===== src/rtl/pipeline_stall_ctrl.sv =====
// rtl/pipeline_stall_ctrl.sv - six-stage pipeline stall/flush controller with multi-cycle EX sequencer.
// Optional consecutive-stall watchdog built only when STALL_WATCHDOG_EN is defined.
module pipeline_stall_ctrl #(
  parameter int COUNT_WIDTH    = 6,
  parameter int WATCHDOG_LIMIT = 255
) (
  input  logic                   clock,
  input  logic                   reset,
  input  logic                   id_stall_request,
  input  logic                   ex_multicycle_start,
  input  logic [COUNT_WIDTH-1:0] ex_multicycle_cycles,
  input  logic                   mem_stall_request,
  input  logic                   flush_request,
  output logic [5:0]             stall,
  output logic                   flush,
  output logic                   ex_busy,
  output logic                   ex_done,
  output logic                   stall_timeout
);

  typedef enum logic [1:0] {IDLE, EX_BUSY, EX_DONE} state_t;

  localparam logic [COUNT_WIDTH-1:0] ONE = COUNT_WIDTH'(1);

  state_t                 state;
  logic [COUNT_WIDTH-1:0] remaining;
  logic                   start_ok;
  logic                   ex_stall;

  always_comb begin
    start_ok = ex_multicycle_start && (state != EX_BUSY) &&
               !flush_request && !mem_stall_request;
    ex_stall = start_ok || (state == EX_BUSY);
  end

  // Priority merge; everything is forced quiet while reset is held.
  always_comb begin
    stall = 6'b000000;
    if (!reset)                 stall = 6'b000000;
    else if (flush_request)     stall = 6'b000000;
    else if (mem_stall_request) stall = 6'b011111;
    else if (ex_stall)          stall = 6'b001111;
    else if (id_stall_request)  stall = 6'b000111;
  end

  always_comb begin
    flush   = reset && flush_request;
    ex_busy = reset && (state == EX_BUSY);
    ex_done = reset && (state == EX_DONE) && !mem_stall_request && !flush_request;
  end

  always_ff @(posedge clock or negedge reset) begin
    if (!reset) begin
      state     <= IDLE;
      remaining <= '0;
    end else if (flush_request) begin
      state     <= IDLE;
      remaining <= '0;
    end else if (mem_stall_request) begin
      state     <= state;
      remaining <= remaining;
    end else if (start_ok) begin
      if (ex_multicycle_cycles <= ONE) begin
        state     <= EX_DONE;
        remaining <= '0;
      end else begin
        state     <= EX_BUSY;
        remaining <= ex_multicycle_cycles - ONE;
      end
    end else begin
      case (state)
        EX_BUSY: begin
          if (remaining == ONE) begin
            state     <= EX_DONE;
            remaining <= '0;
          end else begin
            remaining <= remaining - ONE;
          end
        end
        EX_DONE: state <= IDLE;
        default: state <= IDLE;
      endcase
    end
  end

`ifdef STALL_WATCHDOG_EN
  localparam int            WD_W   = $clog2(WATCHDOG_LIMIT + 1);
  localparam logic [WD_W-1:0] WD_MAX = WD_W'(WATCHDOG_LIMIT);

  logic [WD_W-1:0] wd_count;
  logic [WD_W-1:0] wd_next;
  logic            timeout_q;

  always_comb begin
    wd_next = wd_count;
    if (!stall[0] || flush_request) wd_next = '0;
    else if (wd_count != WD_MAX)    wd_next = wd_count + WD_W'(1);
  end

  always_ff @(posedge clock or negedge reset) begin
    if (!reset) begin
      wd_count  <= '0;
      timeout_q <= 1'b0;
    end else begin
      wd_count  <= wd_next;
      timeout_q <= timeout_q || (wd_next == WD_MAX);
    end
  end

  assign stall_timeout = timeout_q;
`else
  assign stall_timeout = 1'b0;
`endif

endmodule


===== config.mk =====
export PLATFORM = sky130hd
export DESIGN_NAME = pipeline_stall_ctrl
export DESIGN_NICKNAME = d
export VERILOG_FILES = /design/src/rtl/pipeline_stall_ctrl.sv
export SDC_FILE = /design/constraint.sdc
export NUM_CORES = 1
export LEC_CHECK = 0
export CAP_MARGIN = 20
export CORE_MARGIN = 2
export CORE_UTILIZATION = 43
export CTS_BUF_LIST = sky130_fd_sc_hd__clkbuf_4 sky130_fd_sc_hd__clkbuf_8
export DETAILED_ROUTE_END_ITERATION = 10
export PLACE_DENSITY = 0.77
export SETUP_SLACK_MARGIN = 0.5
export SLEW_MARGIN = 20
export SYNTH_ARGS = -nofsm -noshare
export SYNTH_HDL_FRONTEND = slang
export SYNTH_SLANG_ARGS = --single-unit

===== constraint.sdc =====
create_clock -name clock -period 1.45 [get_ports clock]
set_input_delay 0.29 -clock clock [delete_from_list [all_inputs] [get_ports clock]]
set_output_delay 0.29 -clock clock [all_outputs]
set_load 0.05 [all_outputs]

==> results of run 1 <==
-- kinds of logic after synthesis --
kind of cell / after synthesis / synth area share [%]
xor gates and xnor gates: 6 / 7.06
buffers and inverters: 11 / 7.56
and+or+nand+nor: 26 / 22.9
AOI/OAI and AO/OA: 26 / 28.4
other: 1 / 0.504
DFF: 8 / 26.9
adders and majority gates: 4 / 6.72
-- cell usage after synthesis, drive strengths merged, types with 2 or more instances --
library cell	n	area [sq um]
buf	4	30.0
a21oi	3	15.0
nand2b	2	12.5
a211oi	2	20.0
xor2	6	52.6
ha	4	50.1
nor2b	4	25.0
inv	7	26.3
o2bb2ai	5	43.8
a31oi	2	12.5
dfrtp	8	200
a32oi	5	43.8
nor3b	2	15.0
or3	3	23.8
nor2	2	7.51
o21ai	2	10.0
and2	3	18.8
nor3	4	25.0
-- through the flow --
step,util [%],setup slack [ps],setup TNS [ps],instance area [sq um],instances
after floorplan,-,-161,-469,835,83
after global placement,76.4,-507,-5070,1280,141
after detailed placement,76.4,-586,-5640,1280,141
after CTS,91.7,-217,-2080,1530,159
-- repair_timing --
item | in CTS
hold endpoints to repair | 2
hold buffers | 1
buffers inserted | 14
setup endpoints to repair | 16
pin swaps | 24
gates resized for setup | 66
==> flow_metrics.py, run 1 <==
metrics = {
    "cts": {
        "htree_levels": 1,
        "cts_sinks": 8,
        "clk_path_buf_depth": 2,
        "cts_made_buffers": 3,
        "root_buffer": "clkbuf_4",
    },
    "sta": {
        "grt_worst_setup_endpoint": "stall[2]",
        "worst_path_end_type": "output port",
    },
    "synth": {
        "avgSynthCellArea_sq_um": 9.08,
        "ys_warn_count": 0,
        "syn_inst": 82,
        "synth_edf_count": 0,
        "synth-main-ff-cell": "dfrtp_1",
        "ys_ff_latch": 8,
        "synth_cell_types": 36,
        "synth_area_sq_um": 744,
        "ys_async_sr_fraction_pct": 100,
        "seq_area_frac_synth_pct": 26.9,
    },
    "run_status": {
        "lastStage": "global routing (5_1_grt)",
        "status": "stopped before the end",
        "error": "[ERROR DPL-0038] Utilization greater than 100%, impossible to legalize",
    },
    "die": {
        "dieWidth_microns": 45.6,
        "io_pins": 22,
        "die_y_microns": 45.6,
        "initial_utilization_pct": 44.6,
        "row_count": 15,
    },
    "global_route": {
        "grt_max_degree": 7,
    },
    "place": {
        "dp.final_hpwl_mm": 1.92,
        "portBuffers": 19,
        "gp_congestion": 0.821,
    },
}
==> run 2: changes to the inputs <==
==> config.mk (replaced) <==
export PLATFORM = sky130hd
export DESIGN_NAME = pipeline_stall_ctrl
export DESIGN_NICKNAME = d
export VERILOG_FILES = /design/src/rtl/pipeline_stall_ctrl.sv
export SDC_FILE = /design/constraint.sdc
export NUM_CORES = 1
export LEC_CHECK = 0
export CAP_MARGIN = 20
export CORE_AREA = 2 2 63 65
export DETAILED_ROUTE_END_ITERATION = 10
export DIE_AREA = 0 0 65 67
export PLACE_DENSITY_LB_ADDON = 0.15
export SLEW_MARGIN = 20
export SYNTH_ARGS = -nofsm -noshare
export SYNTH_HDL_FRONTEND = slang
export SYNTH_SLANG_ARGS = --single-unit
==> constraint.sdc (replaced) <==
create_clock -name clock -period 1.9 [get_ports clock]
set_input_delay 0.38 -clock clock [delete_from_list [all_inputs] [get_ports clock]]
set_output_delay 0.38 -clock clock [all_outputs]
set_load 0.05 [all_outputs]
==> run 2 against run 1 <==
Net effect: the run now ends clean; synthesized cell count stayed put; area after synthesis unchanged.
==> flow_metrics.py, run 2 <==
metrics = {
    "cts": {
        "htree_levels": 1,
        "cts_made_buffers": 3,
        "clkTransAtPathRegs_ps": 50,
        "cts_sinks": 8,
        "insertion_delay_ps": 230,
        "root_buffer": "clkbuf_8",
        "ctsHoldBuffers": 0,
        "clk_path_buf_depth": 2,
        "cts_tree": "built",
    },
    "die": {
        "dieWidth_microns": 65,
        "dieArea_sq_um": 4360,
        "die_y_microns": 67,
        "core_sq_um": 3610,
        "row_count": 22,
        "initial_utilization_pct": 20.6,
        "io_pins": 22,
    },
    "finish": {
        "antenna_cells": 0,
        "multiInputGateArea_sq_um": 556,
        "max_flop_register": "remaining",
        "seqCellArea_sq_um": 200,
        "fin_nets": 140,
        "drive_above_1_share_pct": 39.3,
        "largest_reg_flops": 6,
        "final_core_util_pct": 36.6,
        "stdcell_area_sq_um": 1320,
        "top_regs": "remaining: 6 flops, state: 2 flops",
        "area_growth_syn_to_layout_pct": 77.1,
        "final_cells": 170,
        "layout_common_cells": "buf_4 (21), buf_12 (8), dfrtp_1 (8)",
        "n_fill_cell": 370,
        "final_common_cell": "buf_4",
    },
    "global_route": {
        "gr-usage-met2_pct": 18.8,
        "grt_pass1_vias": 779,
        "antenna_found_initial": 0,
        "grt.overflow.total": 0,
        "grt.met1_usage_pct": 12.2,
        "grt_max_degree": 7,
        "grt_usage_pct": 10.7,
        "grt.met3_usage_pct": 2.36,
        "busiest_layer": "met2",
        "grt_pass1_wl_mm": 3.51,
    },
    "synth": {
        "synth_cell_types": 36,
        "seq_area_frac_synth_pct": 26.9,
        "syn_inst": 82,
        "ys_async_sr_fraction_pct": 100,
        "synth-main-ff-cell": "dfrtp_1",
        "post-synth-top-count-cell": "dfrtp_1",
        "synth_area_sq_um": 744,
        "synth_area_leaders": "dfrtp_1 (27%), xor2_1 (7.1%), ha_1 (6.7%), a32oi_1 (5.9%), o2bb2ai_1 (5.9%)",
        "synth_top_area_cell": "dfrtp_1",
        "synth_top_area_share_pct": 26.9,
        "ys_warn_count": 0,
        "ys_ff_latch": 8,
        "synth_common_cells": "dfrtp_1 (8), inv_1 (7), xor2_1 (6), a32oi_1 (5), o2bb2ai_1 (5)",
        "synth_edf_count": 0,
        "avgSynthCellArea_sq_um": 9.08,
    },
    "critical_path": {
        "required_ps": 1520,
        "r2r_setup_slack_ps": 250,
        "worstReg2RegStart": "remaining[2]$_DFFE_PN0P_",
        "start_kind": "flop",
        "rr_endpoint": "remaining[2]$_DFFE_PN0P_",
        "critPathKind": "flop to output pin",
        "crit_end": "stall[2]",
        "r2r_cells": 6,
        "arrival_ps": 1450,
        "startpoint": "state[1]$_DFFE_PN0P_",
        "cp-end-kind": "output pin",
        "critPathMaxFanout": 6,
    },
    "detailed_routing": {
        "via_per_inst": 4.51,
        "route.detailed.drc": 0,
        "num_vias": 766,
        "wire_per_inst_microns": 12.6,
        "wirelength_mm": 2.14,
        "first_pass_iters": 4,
        "dr.first_iter.drc_count": 21,
        "ant_nets": 0,
    },
    "sta": {
        "worst_slack_ps": 71.6,
        "rsz0062_at_grt": "yes",
        "hold_viol_final": 0,
        "setup_tns_ps": 0,
        "period_share_pct": 96.2,
        "drv_slew": 0,
        "fin_skew_ps": 14.0,
        "post-route-min-period_ps": 1830,
        "fmax_mhz": 547,
        "finalSetupViolCount": 0,
    },
    "power_and_ir_drop": {
        "p_leak_nw": 0.616,
        "powerDensity_nw_per_um2": 589,
        "ir_drop_v": 0.000216,
    },
    "place": {
        "dp.final_hpwl_mm": 1.76,
        "portBuffers": 19,
        "postPlaceCellArea_sq_um": 1200,
        "place_ws_ps": -234,
        "placed_cells": 165,
        "gp_congestion": 0.796,
    },
    "worst_hold_path": {
        "min_path_type": "input pin to async pin",
    },
    "run_status": {
        "status": "finished clean",
    },
    "run": {
        "cap_violations": 0,
    },
}
## run 2: worst min-delay path by stage
stage | start | endpoint | slack [ps] | cells past startpoint
2_1_floorplan | reset | remaining[0]$_DFFE_PN0P_ | 80 | 0
3_3_place_gp | remaining[5]$_DFFE_PN0P_ | remaining[5]$_DFFE_PN0P_ | 540 | 1
3_5_place_dp | remaining[5]$_DFFE_PN0P_ | remaining[5]$_DFFE_PN0P_ | 530 | 1
4_1_cts | reset | state[1]$_DFFE_PN0P_ | 200 | 2
5_1_grt | reset | state[1]$_DFFE_PN0P_ | 220 | 2
6_report | reset | state[1]$_DFFE_PN0P_ | 190 | 2
## run 2: critical path, stage by stage, from the launching register on
cell and delay [ps]:
dfrtp_1 400, nand2b_4 190, nand2b_4 60, o21a_2 200, a21o_4 220, buf_12 150
## run 2: logic make-up after synthesis
group / synth area share (%)
compound gates: 28.4
simple gates: 22.9
buf+inv: 7.56
other cells: 0.504
flops: 26.9
fa+ha+maj: 6.72
xor+xnor: 7.06
## run 2: area by class of cell
type                            count  area share, %
Tap cell                           48           4.55
Multi-Input combinational cell     64           42.1
Timing Repair Buffer               40           33.0
Inverter                            7           1.99
Sequential cell                     8           15.2
Clock buffer                        3           3.13
## run 2: through the flow
stage	hold slack [ps]	power (mW)
finish	191	0.777
global route	221	0.830
CTS	202	0.764
detailed placement	535	0.547
global placement	541	0.546
floorplan	84.4	0.400
## run 2: timing repair
action,in CTS,in global routing
pin swaps,0,1
gates resized for setup,6,11
endpoints found under the setup margin,4,7
setup buffers,0,2
endpoints found under the hold margin,0,0
## run 2: routing by layer
| metal | up-vias | wire length (microns) |
|---|---|---|
| li1 | 386 | - |
| met1 | 358 | 970 |
| met2 | 18 | 1050 |
| met3 | 4 | 74 |
| met4 | 0 | 42 |
| met5 | - | 0 |
## run 2: where the power goes
part / switching [mW] / internal, mW
registers: 0.0239 / 0.190
clock network: 0.0721 / 0.138
logic: 0.177 / 0.176
total: 0.273 / 0.504
Power figures use the tool's default switching activity.
